--- src/rtl/instr_mem_loader_pkg.sv ---
`default_nettype none
// ============================================================================
// Module   : instr_mem_loader_pkg
// Brief    : Shared state encoding and constants for the instruction-memory
//            loader (byte-stream program fill, then PC run control).
// Revision : 1.0  initial release
// ============================================================================
package instr_mem_loader_pkg;

   // Loader controller states
   typedef enum logic [2:0] {
      ST_LOAD  = 3'd0,
      ST_WRITE = 3'd1,
      ST_READY = 3'd2,
      ST_RUN   = 3'd3,
      ST_DONE  = 3'd4
   } state_t;

   // Opcode field value that marks the end of a program
   localparam logic [5:0] HALT_OPCODE    = 6'b111111;

   // Bytes assembled into one instruction word
   localparam int         BYTES_PER_WORD = 4;

endpackage : instr_mem_loader_pkg
`default_nettype wire

--- src/rtl/instr_mem_loader_word_assembler.sv ---
`default_nettype none
// ============================================================================
// Module   : word_assembler
// Brief    : Shifts incoming bytes MSB-first into a word and pulses
//            o_wordDone combinationally on the byte that completes it.
// Revision : 1.0  initial release
// ============================================================================
module word_assembler
   import instr_mem_loader_pkg::*;
#(
   parameter int NB_DATA = 32,
   parameter int NB_BYTE = 8
)(
   input  logic               i_clk,
   input  logic               i_reset,
   input  logic [NB_BYTE-1:0] i_byte,
   input  logic               i_valid,
   input  logic               i_clear,
   output logic [NB_DATA-1:0] o_word,
   output logic               o_wordDone
);

   logic [NB_DATA-1:0] r_word;
   logic [1:0]         r_count;

   // Completing byte: counter is on the last slot and a byte arrives
   assign o_wordDone = i_valid && (r_count == 2'(BYTES_PER_WORD - 1));
   assign o_word     = r_word;

   // Shift register and byte counter; counter wraps to 0 after the 4th byte
   always_ff @(posedge i_clk or negedge i_reset) begin
      if (!i_reset) begin
         r_word  <= '0;
         r_count <= 2'd0;
      end else if (i_clear) begin
         r_word  <= '0;
         r_count <= 2'd0;
      end else if (i_valid) begin
         r_word  <= {r_word[NB_DATA-NB_BYTE-1:0], i_byte};
         r_count <= r_count + 2'd1;
      end
   end

endmodule : word_assembler
`default_nettype wire

--- src/rtl/instr_mem_loader.sv ---
`default_nettype none
// ============================================================================
// Module   : instr_mem_loader
// Brief    : Fills instruction memory from a byte stream, then starts the PC
//            and stops it when memory flags the HALT instruction.
//            Optional single-step support: define INSTR_MEM_LOADER_STEP_EN.
// Revision : 1.0  initial release
// ============================================================================
module instr_mem_loader
   import instr_mem_loader_pkg::*;
#(
   parameter int NB_DATA   = 32,
   parameter int NB_BYTE   = 8,
   parameter int MEM_DEPTH = 256,
   parameter int NB_ADDR   = 32
)(
   input  logic               i_clk,
   input  logic               i_reset,
   input  logic [NB_BYTE-1:0] i_byte,
   input  logic               i_byteValid,
   output logic               o_byteReady,
   input  logic               i_start,
   input  logic               i_clear,
`ifdef INSTR_MEM_LOADER_STEP_EN
   input  logic               i_step,
`endif
   input  logic               i_haltSignal,
   output logic               o_pcWrite,
   output logic [NB_ADDR-1:0] o_address,
   output logic [NB_DATA-1:0] o_instruction,
   output logic               o_pcEnable,
   output logic               o_loaded,
   output logic               o_done,
   output logic               o_error
);

   state_t             r_state;
   state_t             w_next;
   logic [NB_ADDR-1:0] r_addr;
   logic               r_loaded;
   logic               r_done;
   logic               r_error;
   logic [NB_DATA-1:0] w_word;
   logic               w_wordDone;
   logic               w_asmValid;
   logic               w_clear;
   logic               w_isHalt;
   logic               w_isLast;
   logic               w_stepHalt;

   // Bytes are only taken while loading; anything else is dropped
   assign w_asmValid = i_byteValid && (r_state == ST_LOAD);
   assign w_clear    = i_clear && ((r_state == ST_READY) || (r_state == ST_DONE));
   assign w_isHalt   = (w_word[NB_DATA-1 -: 6] == HALT_OPCODE);
   assign w_isLast   = (r_addr == NB_ADDR'(MEM_DEPTH - 1));

   word_assembler #(
      .NB_DATA (NB_DATA),
      .NB_BYTE (NB_BYTE)
   ) u_word_assembler (
      .i_clk      (i_clk),
      .i_reset    (i_reset),
      .i_byte     (i_byte),
      .i_valid    (w_asmValid),
      .i_clear    (w_clear),
      .o_word     (w_word),
      .o_wordDone (w_wordDone)
   );

`ifdef INSTR_MEM_LOADER_STEP_EN
   logic r_step;

   // A halt seen during a single-step cycle ends execution
   assign w_stepHalt = r_step && i_haltSignal;

   // One enable cycle per step pulse while the controller stays in READY
   always_ff @(posedge i_clk or negedge i_reset) begin
      if (!i_reset) begin
         r_step <= 1'b0;
      end else begin
         r_step <= i_step && (r_state == ST_READY) && (w_next == ST_READY);
      end
   end

   assign o_pcEnable = (r_state == ST_RUN) || r_step;
`else
   assign w_stepHalt = 1'b0;
   assign o_pcEnable = (r_state == ST_RUN);
`endif

   // State register
   always_ff @(posedge i_clk or negedge i_reset) begin
      if (!i_reset) begin
         r_state <= ST_LOAD;
      end else begin
         r_state <= w_next;
      end
   end

   // Next-state logic; clear takes priority over start in READY
   always_comb begin
      w_next = r_state;
      case (r_state)
         ST_LOAD:  if (w_wordDone)              w_next = ST_WRITE;
         ST_WRITE: if (w_isHalt || w_isLast)    w_next = ST_READY;
                   else                         w_next = ST_LOAD;
         ST_READY: if (i_clear)                 w_next = ST_LOAD;
                   else if (w_stepHalt)         w_next = ST_DONE;
                   else if (i_start)            w_next = ST_RUN;
         ST_RUN:   if (i_haltSignal)            w_next = ST_DONE;
         ST_DONE:  if (i_clear)                 w_next = ST_LOAD;
         default:                               w_next = ST_LOAD;
      endcase
   end

   // Address counter and status flags
   always_ff @(posedge i_clk or negedge i_reset) begin
      if (!i_reset) begin
         r_addr   <= '0;
         r_loaded <= 1'b0;
         r_done   <= 1'b0;
         r_error  <= 1'b0;
      end else if (w_clear) begin
         r_addr   <= '0;
         r_loaded <= 1'b0;
         r_done   <= 1'b0;
         r_error  <= 1'b0;
      end else begin
         case (r_state)
            ST_WRITE: begin
               if (w_isHalt || w_isLast) begin
                  r_loaded <= 1'b1;
                  r_error  <= !w_isHalt;
               end else begin
                  r_addr   <= r_addr + NB_ADDR'(1);
               end
            end
            ST_READY: if (w_stepHalt)   r_done <= 1'b1;
            ST_RUN:   if (i_haltSignal) r_done <= 1'b1;
            default:  ;
         endcase
      end
   end

   assign o_byteReady   = (r_state == ST_LOAD);
   assign o_pcWrite     = (r_state == ST_LOAD) || (r_state == ST_WRITE);
   assign o_address     = r_addr;
   assign o_instruction = w_word;
   assign o_loaded      = r_loaded;
   assign o_done        = r_done;
   assign o_error       = r_error;

endmodule : instr_mem_loader
`default_nettype wire

--- config.mk ---
export PLATFORM = sky130hd
export DESIGN_NAME = instr_mem_loader
export DESIGN_NICKNAME = d
export VERILOG_FILES = /design/src/rtl/instr_mem_loader_pkg.sv /design/src/rtl/instr_mem_loader_word_assembler.sv /design/src/rtl/instr_mem_loader.sv
export SDC_FILE = /design/constraint.sdc
export NUM_CORES = 1
export LEC_CHECK = 0
export ABC_CLOCK_PERIOD_IN_PS = 2600
export CAP_MARGIN = 25
export CELL_PAD_IN_SITES_DETAIL_PLACEMENT = 0
export CELL_PAD_IN_SITES_GLOBAL_PLACEMENT = 2
export CORE_MARGIN = 3
export CORE_UTILIZATION = 30
export CTS_CLUSTER_SIZE = 40
export DETAILED_ROUTE_END_ITERATION = 7
export GPL_ROUTABILITY_DRIVEN = 0
export HOLD_SLACK_MARGIN = 0.05
export PLACE_DENSITY_LB_ADDON = 0.1
export SYNTH_ARGS = -nofsm -noshare
export SYNTH_HDL_FRONTEND = slang
export SYNTH_SLANG_ARGS = --single-unit
--- constraint.sdc ---
create_clock -name i_clk -period 2.6 [get_ports i_clk]
set_input_delay 0.26 -clock i_clk [delete_from_list [all_inputs] [get_ports i_clk]]
set_output_delay 0.26 -clock i_clk [all_outputs]
set_load 0.005 [all_outputs]
==> key figures, run 1 <==
Detailed routing
  – First-pass DRT Iterations: 6
  – Drt drc: 0
  – First DRT Iteration DRCs: 185
  – Routed WL: 10.1 mm
  – Vias: 3190
  – Vias per cell: 5.20
  – Number of nets with antenna violations after routing: 0
  – Drt wl/cell: 16.4 microns

Placed design
  – Dpl cells: 597
  – Buffers on Ports: 83
  – DP Area: 4520 sq um
  – Post-DP HPWL: 6.62 mm

Layout
  – Final Cell Area: 4840 sq um
  – Ant. Diodes: 0
  – Fill cells: 1113
  – Final core utilization: 0.433
  – Commonest cells after routing, fill and taps aside: 91 x nand2_1, 82 x clkdlybuf4s50_1, 72 x dfrtp_1, 57 x a21oi_1, 16 x nand3_1
  – Layout cells sized above 1: 0.0675
  – Multi-input combinational cell area: 1610 sq um
  – Layout Cells excl Fill: 614
  – Seq. cell area: 1800 sq um
  – Most common cell after layout, fill and taps aside: nand2_1
  – Area grow syn2layout: 37.3%
  – # nets final: 486

Timing
  – Setup-failing EPs final: 0
  – Max Slew Vio Count: 0
  – Final hold vios: 0
  – Max_slew headroom: 0.668
  – Final min period: 2.28 ns
  – Fin Setup TNS: 0 ns
  – Final period utilization: 0.877
  – RSZ-0062 raised after global routing: no
  – Clk_skew: 0.00713 ns
  – Worst slew pin tran: 0.494 ns
  – Maximum clock rate: 0.438 GHz

Clock network
  – H-tree levels: 3
  – CTS max path bufs: 2
  – TritonCTS clock tree: built
  – Worst skew pair latency: 0.33 ns
  – CTS buffer count: 9
  – Setup bufs post-CTS: 0
  – Clock Root Buffer: clkbuf_16
  – # resized after CTS: 0
  – CTS Sinks: 72
  – Clock Pin Slew Worst Setup and Hold Paths: 0.06 ns

Synth
  – Cells after Synth: 390
  – Post-Synth XOR/XNOR Area: 0.00993
  – Syn nets: 406
  – Async SR Flop Fraction: 1.00
  – Synthesized-area fraction occupied by adder cells: 0.00709
  – Mapped Area: 3530 sq um
  – Number of synthesized flops with an enable pin: 0
  – Seq/Total Area, Yosys: 0.511
  – Compound-cell area share of the yosys netlist: 0.154
  – Mapped Avg Cell Area: 9.04 sq um
  – #FFs+latches synth: 72
  – Simple-gate portion of the synthesized area: 0.265
  – Mux cell area share after synthesis: 0.0170
  – Yosys warnings: 0
  – Synth cell types: 40
  – Ys flop type: dfrtp_1
  – Largest family of logic cells by synthesized area: simple AND/OR/NAND/NOR gates

Power
  – Clock Power Share: 0.300
  – Pwr dens: 843 nW/um^2
  – Sequential share of power: 0.409
  – Sw Share: 0.319
  – Max rail drop VDD: 0.346 mV
  – Internal power: 2.78 mW
  – P_leak: 1.90 nW
  – Comb pwr share: 0.292
  – Total Power: 4.08 mW
  – Psw: 1.30 mW

Global routing
  – Most used routing layer: met2
  – Initial antenna violation count: 0
  – GRT overflow: 0
  – Vias in the first global route: 3040
  – Grt met3 use: 0.0418
  – Met2 Track Usage GR: 0.243
  – Largest net degree at the start of global routing: 73
  – First-pass GRT wire length: 16.3 mm
  – Total Routing Usage GR: 0.156
  – Met1 GRT Util: 0.210

Critical path
  – Worst path required time: 2.85 ns
  – Worst-case reg-to-reg path depth: 7
  – R2r setup slk: 0.32 ns
  – CP max FO: 14
  – Crit end category: flip-flop
  – Worst flop-to-flop path endpoint: o_address[22]
  – FF-to-FF Start: o_address[0]
  – CP Launch Type: flip-flop
  – Crit path kind: flip-flop to flip-flop
  – Critical path arrival: 2.53 ns

Die
  – Die width: 114 microns
  – Initial Utilization: 0.316
  – Die Y: 114 microns
  – Core Box Area: 11200 sq um
  – Core Rows: 38
  – Io pins: 84
  – Die ar.: 13100 sq um

Outcome
  – Run status: completed

Worst hold path
  – HP Class: input pin to async pin

Flow run
  – # Max-Cap Violations: 0
[stage by stage]
| step | hold slack, ns | setup WS [ns] |
|---|---|---|
| 6_report | 0.275 | 0.319 |
| 5_1_grt | 0.266 | 0.154 |
| 4_1_cts | 0.127 | 0.313 |
| 3_5_place_dp | 0.483 | 0.309 |
| 3_3_place_gp | 0.485 | 0.330 |
| 2_1_floorplan | -0.0356 | 0.646 |
[per-layer routing]
layer	wire length (microns)	part of all wire
met3	445	0.044
met5	0	0
met1	4600	0.46
met4	180	0.018
met2	4830	0.48
[power by group through the flow]
stage	combinational [mW]	sequential [mW]	clock, mW
2_1_floorplan	0.503	1.64	0
3_3_place_gp	1.20	1.69	0
3_5_place_dp	1.21	1.69	0
4_1_cts	1.21	1.68	1.26
5_1_grt	1.32	1.72	1.30
6_report	1.19	1.67	1.22
[flip-flops by register name, summed over array words and instances, names as in the netlist]
name                      flops
u_word_assembler.r_count      2
o_address                    32
u_word_assembler.o_word      32
o_error                       1
r_state                       3
o_loaded                      1
o_done                        1
[worst max-delay path, cell delays in order (launching register included)]
cell and delay (ns):
dfrtp_1 0.47, ha_1 0.20, nand3_1 0.26, nor4_4 0.40, o211ai_1 0.14, buf_4 0.19, or4_1 0.40, a21oi_1 0.15
[cell usage after synthesis (4+ instances only)]
library cell	instances	share of area
dfrtp_1	72	0.51
nor3_1	4	0.0057
clkbuf_1	20	0.021
inv_1	7	0.0075
or3_1	8	0.014
o31ai_1	14	0.030
mux2i_1	6	0.017
a21oi_1	57	0.081
o21ai_0	10	0.014
nor4_1	8	0.014
nand2b_1	4	0.0071
nand3_1	16	0.023
nand2_1	91	0.097
nor2_1	10	0.011
nand4_1	11	0.020
or4_1	14	0.030
and3_1	4	0.0071
buf_2	4	0.0057
[timing repair]
action,CTS,global route
hold buffers,0,1
hold endpoints to repair,0,72
endpoints found under the setup margin,0,0
[cells by family after synthesis]
logic type / Yosys count
compound gates: 93
xor+xnor: 4
fa+ha+maj: 2
buf+inv: 32
flops: 72
mux: 6
simple gates: 181
[how the worst max path moves through the flow]
stage | cells past startpoint | slack [ns] | to | start
floorplan | 7 | 0.65 | o_address[16] | o_address[0]
global placement | 7 | 0.33 | o_address[26] | o_address[0]
detailed placement | 7 | 0.31 | o_address[26] | o_address[0]
CTS | 7 | 0.31 | o_address[26] | o_address[0]
global route | 7 | 0.15 | o_address[26] | o_address[0]
finish | 7 | 0.32 | o_address[22] | o_address[0]
[final cells by class]
cell class | instances | area share
Clock buffer | 10 | 0.0473
Sequential cell | 72 | 0.372
Clock inverter | 5 | 0.0121
Tap cell | 140 | 0.0362
Timing Repair Buffer | 94 | 0.195
Inverter | 7 | 0.00542
Multi-Input combinational cell | 286 | 0.332
Power figures use the tool's default switching activity.
==> run 2: changes to the inputs <==
--- a/config.mk
+++ b/config.mk
@@ -9,11 +9,11 @@
 export CAP_MARGIN = 25
 export CELL_PAD_IN_SITES_DETAIL_PLACEMENT = 0
 export CELL_PAD_IN_SITES_GLOBAL_PLACEMENT = 2
+export CORE_ASPECT_RATIO = 1.1
 export CORE_MARGIN = 3
 export CORE_UTILIZATION = 30
 export CTS_CLUSTER_SIZE = 40
 export DETAILED_ROUTE_END_ITERATION = 7
-export GPL_ROUTABILITY_DRIVEN = 0
 export HOLD_SLACK_MARGIN = 0.05
 export PLACE_DENSITY_LB_ADDON = 0.1
 export SYNTH_ARGS = -nofsm -noshare
==> run 2 against run 1 <==
Die area barely moved; global-route usage rose by 0.48 points; register-to-register slack improved by 0.02 ns; critical path depth did not move; worst setup slack improved by 0.021 ns; largest cell class unchanged; maximum frequency rose by 0.92%; highest routed layer unchanged; critical endpoint is now o_address[26]; critical path type unchanged; routed wire length rose by 0.13%; cell count rose by 1.6%.
==> key figures, run 2 (same netlist as run 1, synthesis figures left out) <==
Outcome
  – Run status: completed

Flow run
  – # Max-Cap Violations: 0

Worst hold path
  – HP Class: input pin to async pin

Critical path
  – Crit end category: flip-flop
  – R2r setup slk: 0.34 ns
  – Critical path arrival: 2.52 ns
  – Worst-path cell chain: ha_1 -> nand3_1 -> nor4_4 -> o211ai_1 -> buf_4 -> or4_1 -> a21oi_1
  – WP buf/inv: 1
  – CP Launch Type: flip-flop
  – Worst path slowest cell: dfrtp_1
  – CP max FO: 14
  – Top delay family on crit path: simple AND/OR/NAND/NOR gates
  – Crit path kind: flip-flop to flip-flop
  – Critical path's largest stage delay: 0.45 ns
  – Worst path required time: 2.85 ns

Global routing
  – Grt met3 use: 0.0430
  – GRT overflow: 0
  – Most used routing layer: met2
  – First-pass GRT wire length: 16.6 mm
  – Met2 Track Usage GR: 0.256
  – Vias in the first global route: 3126
  – Total Routing Usage GR: 0.161
  – Initial antenna violation count: 0
  – Met1 GRT Util: 0.213
  – Largest net degree at the start of global routing: 37

Placed design
  – GP Congestion: 0.746
  – Buffers on Ports: 83
  – Post-DP HPWL: 6.88 mm
  – Pre-CTS WS: 0.344 ns

Layout
  – Layout cells sized above 1: 0.0755
  – Commonest cells after routing, fill and taps aside: 91 x nand2_1, 82 x clkdlybuf4s50_1, 72 x dfrtp_1, 57 x a21oi_1, 16 x nand3_1
  – Ant. Diodes: 0
  – Fill cells: 1153
  – Most common cell after layout, fill and taps aside: nand2_1
  – # nets final: 488
  – Area grow syn2layout: 39.3%

Timing
  – Worst slew pin tran: 0.592 ns
  – Fin Setup TNS: 0 ns
  – Max_slew headroom: 0.605
  – Final period utilization: 0.869
  – Worst setup margin: 0.340 ns
  – Final min period: 2.26 ns
  – Setup-failing EPs final: 0
  – Max Slew Vio Count: 0
  – Clk_skew: 0.00711 ns
  – RSZ-0062 raised after global routing: no
  – Maximum clock rate: 0.442 GHz
  – Final hold vios: 0

Clock network
  – CTS buffer count: 9
  – Clock Pin Slew Worst Setup and Hold Paths: 0.06 ns
  – Setup bufs post-CTS: 0
  – Clock Root Buffer: clkbuf_16
  – # resized after CTS: 0
  – CTS max path bufs: 2
  – CTS Sinks: 72
  – Worst skew pair latency: 0.33 ns
  – TritonCTS clock tree: built
  – H-tree levels: 3

Detailed routing
  – First-pass DRT Iterations: 4
  – Drt wl/cell: 16.1 microns
  – Drt drc: 0
  – Routed WL: 10.1 mm
  – Vias per cell: 5.15
  – First DRT Iteration DRCs: 145
  – Number of nets with antenna violations after routing: 0
  – Vias: 3215

Die
  – Die ar.: 13100 sq um
  – Io pins: 84
  – Core Box Area: 11200 sq um
  – Die width: 109 microns
  – Die Y: 120 microns
  – Initial Utilization: 0.315
  – Core Rows: 40

Power
  – P_leak: 1.94 nW
  – Pwr dens: 878 nW/um^2
  – Max rail drop VDD: 0.327 mV
run 2: timing repair:
action                     in CTS  in global routing
setup endpoints to repair       0                  0
hold buffers                    1                  0
hold endpoints to repair       21                  0
run 2: worst paths after layout:
check,from,to,cells after the start
max in group asynchronous,i_reset,u_word_assembler.o_word[26],3
worst max register to register,o_address[0],o_address[26],7
min in group i_clk,i_byte[6],u_word_assembler.o_word[6],3
worst min register to register,o_done,o_done,2
worst min-delay path,i_reset,o_address[21],2
worst max-delay path,o_address[0],o_address[26],7
run 2: area by class of cell:
class	instances	area [sq um]	area share
sequential	72	1800	0.367
multi-input combinational	286	1610	0.327
timing repair buffer	96	938	0.191
clock buffer	11	253	0.0515
tap	147	184	0.0374
clock inverter	5	103	0.0209
inverter	7	26.3	0.00535
run 2: metrics by stage:
stage	util	instances	power [mW]	cell area (sq um)	hold slack (ns)
floorplan	-	390	2.15	3530	-0.0356
global placement	0.406	607	2.88	4550	0.306
detailed placement	0.406	607	2.89	4550	0.301
CTS	0.438	624	4.38	4910	0.461
global route	0.438	624	4.60	4910	0.461
finish	0.438	624	4.31	4910	0.472
run 2: worst register-to-register path, delay by kind of cell, from the launching register on:
family          cells  cell delay, ns
fa+ha+maj           1            0.20
simple gates        3            1.06
buf+inv             1            0.20
flops               1            0.45
compound gates      2            0.28
run 2: report_power, final:
part	switching [mW]	internal [mW]	leakage, nW	total [mW]
registers	0.285	1.38	0.810	1.67
logic	0.518	0.668	0.955	1.19
clock network	0.471	0.988	0.172	1.46
total	1.27	3.04	1.94	4.31
run 2: layer usage:
layer / part of all wire / up-vias
met5: 0 / -
met4: 0.011 / 0
met3: 0.049 / 6
met2: 0.49 / 70
met1: 0.45 / 1571
li1: - / 1568
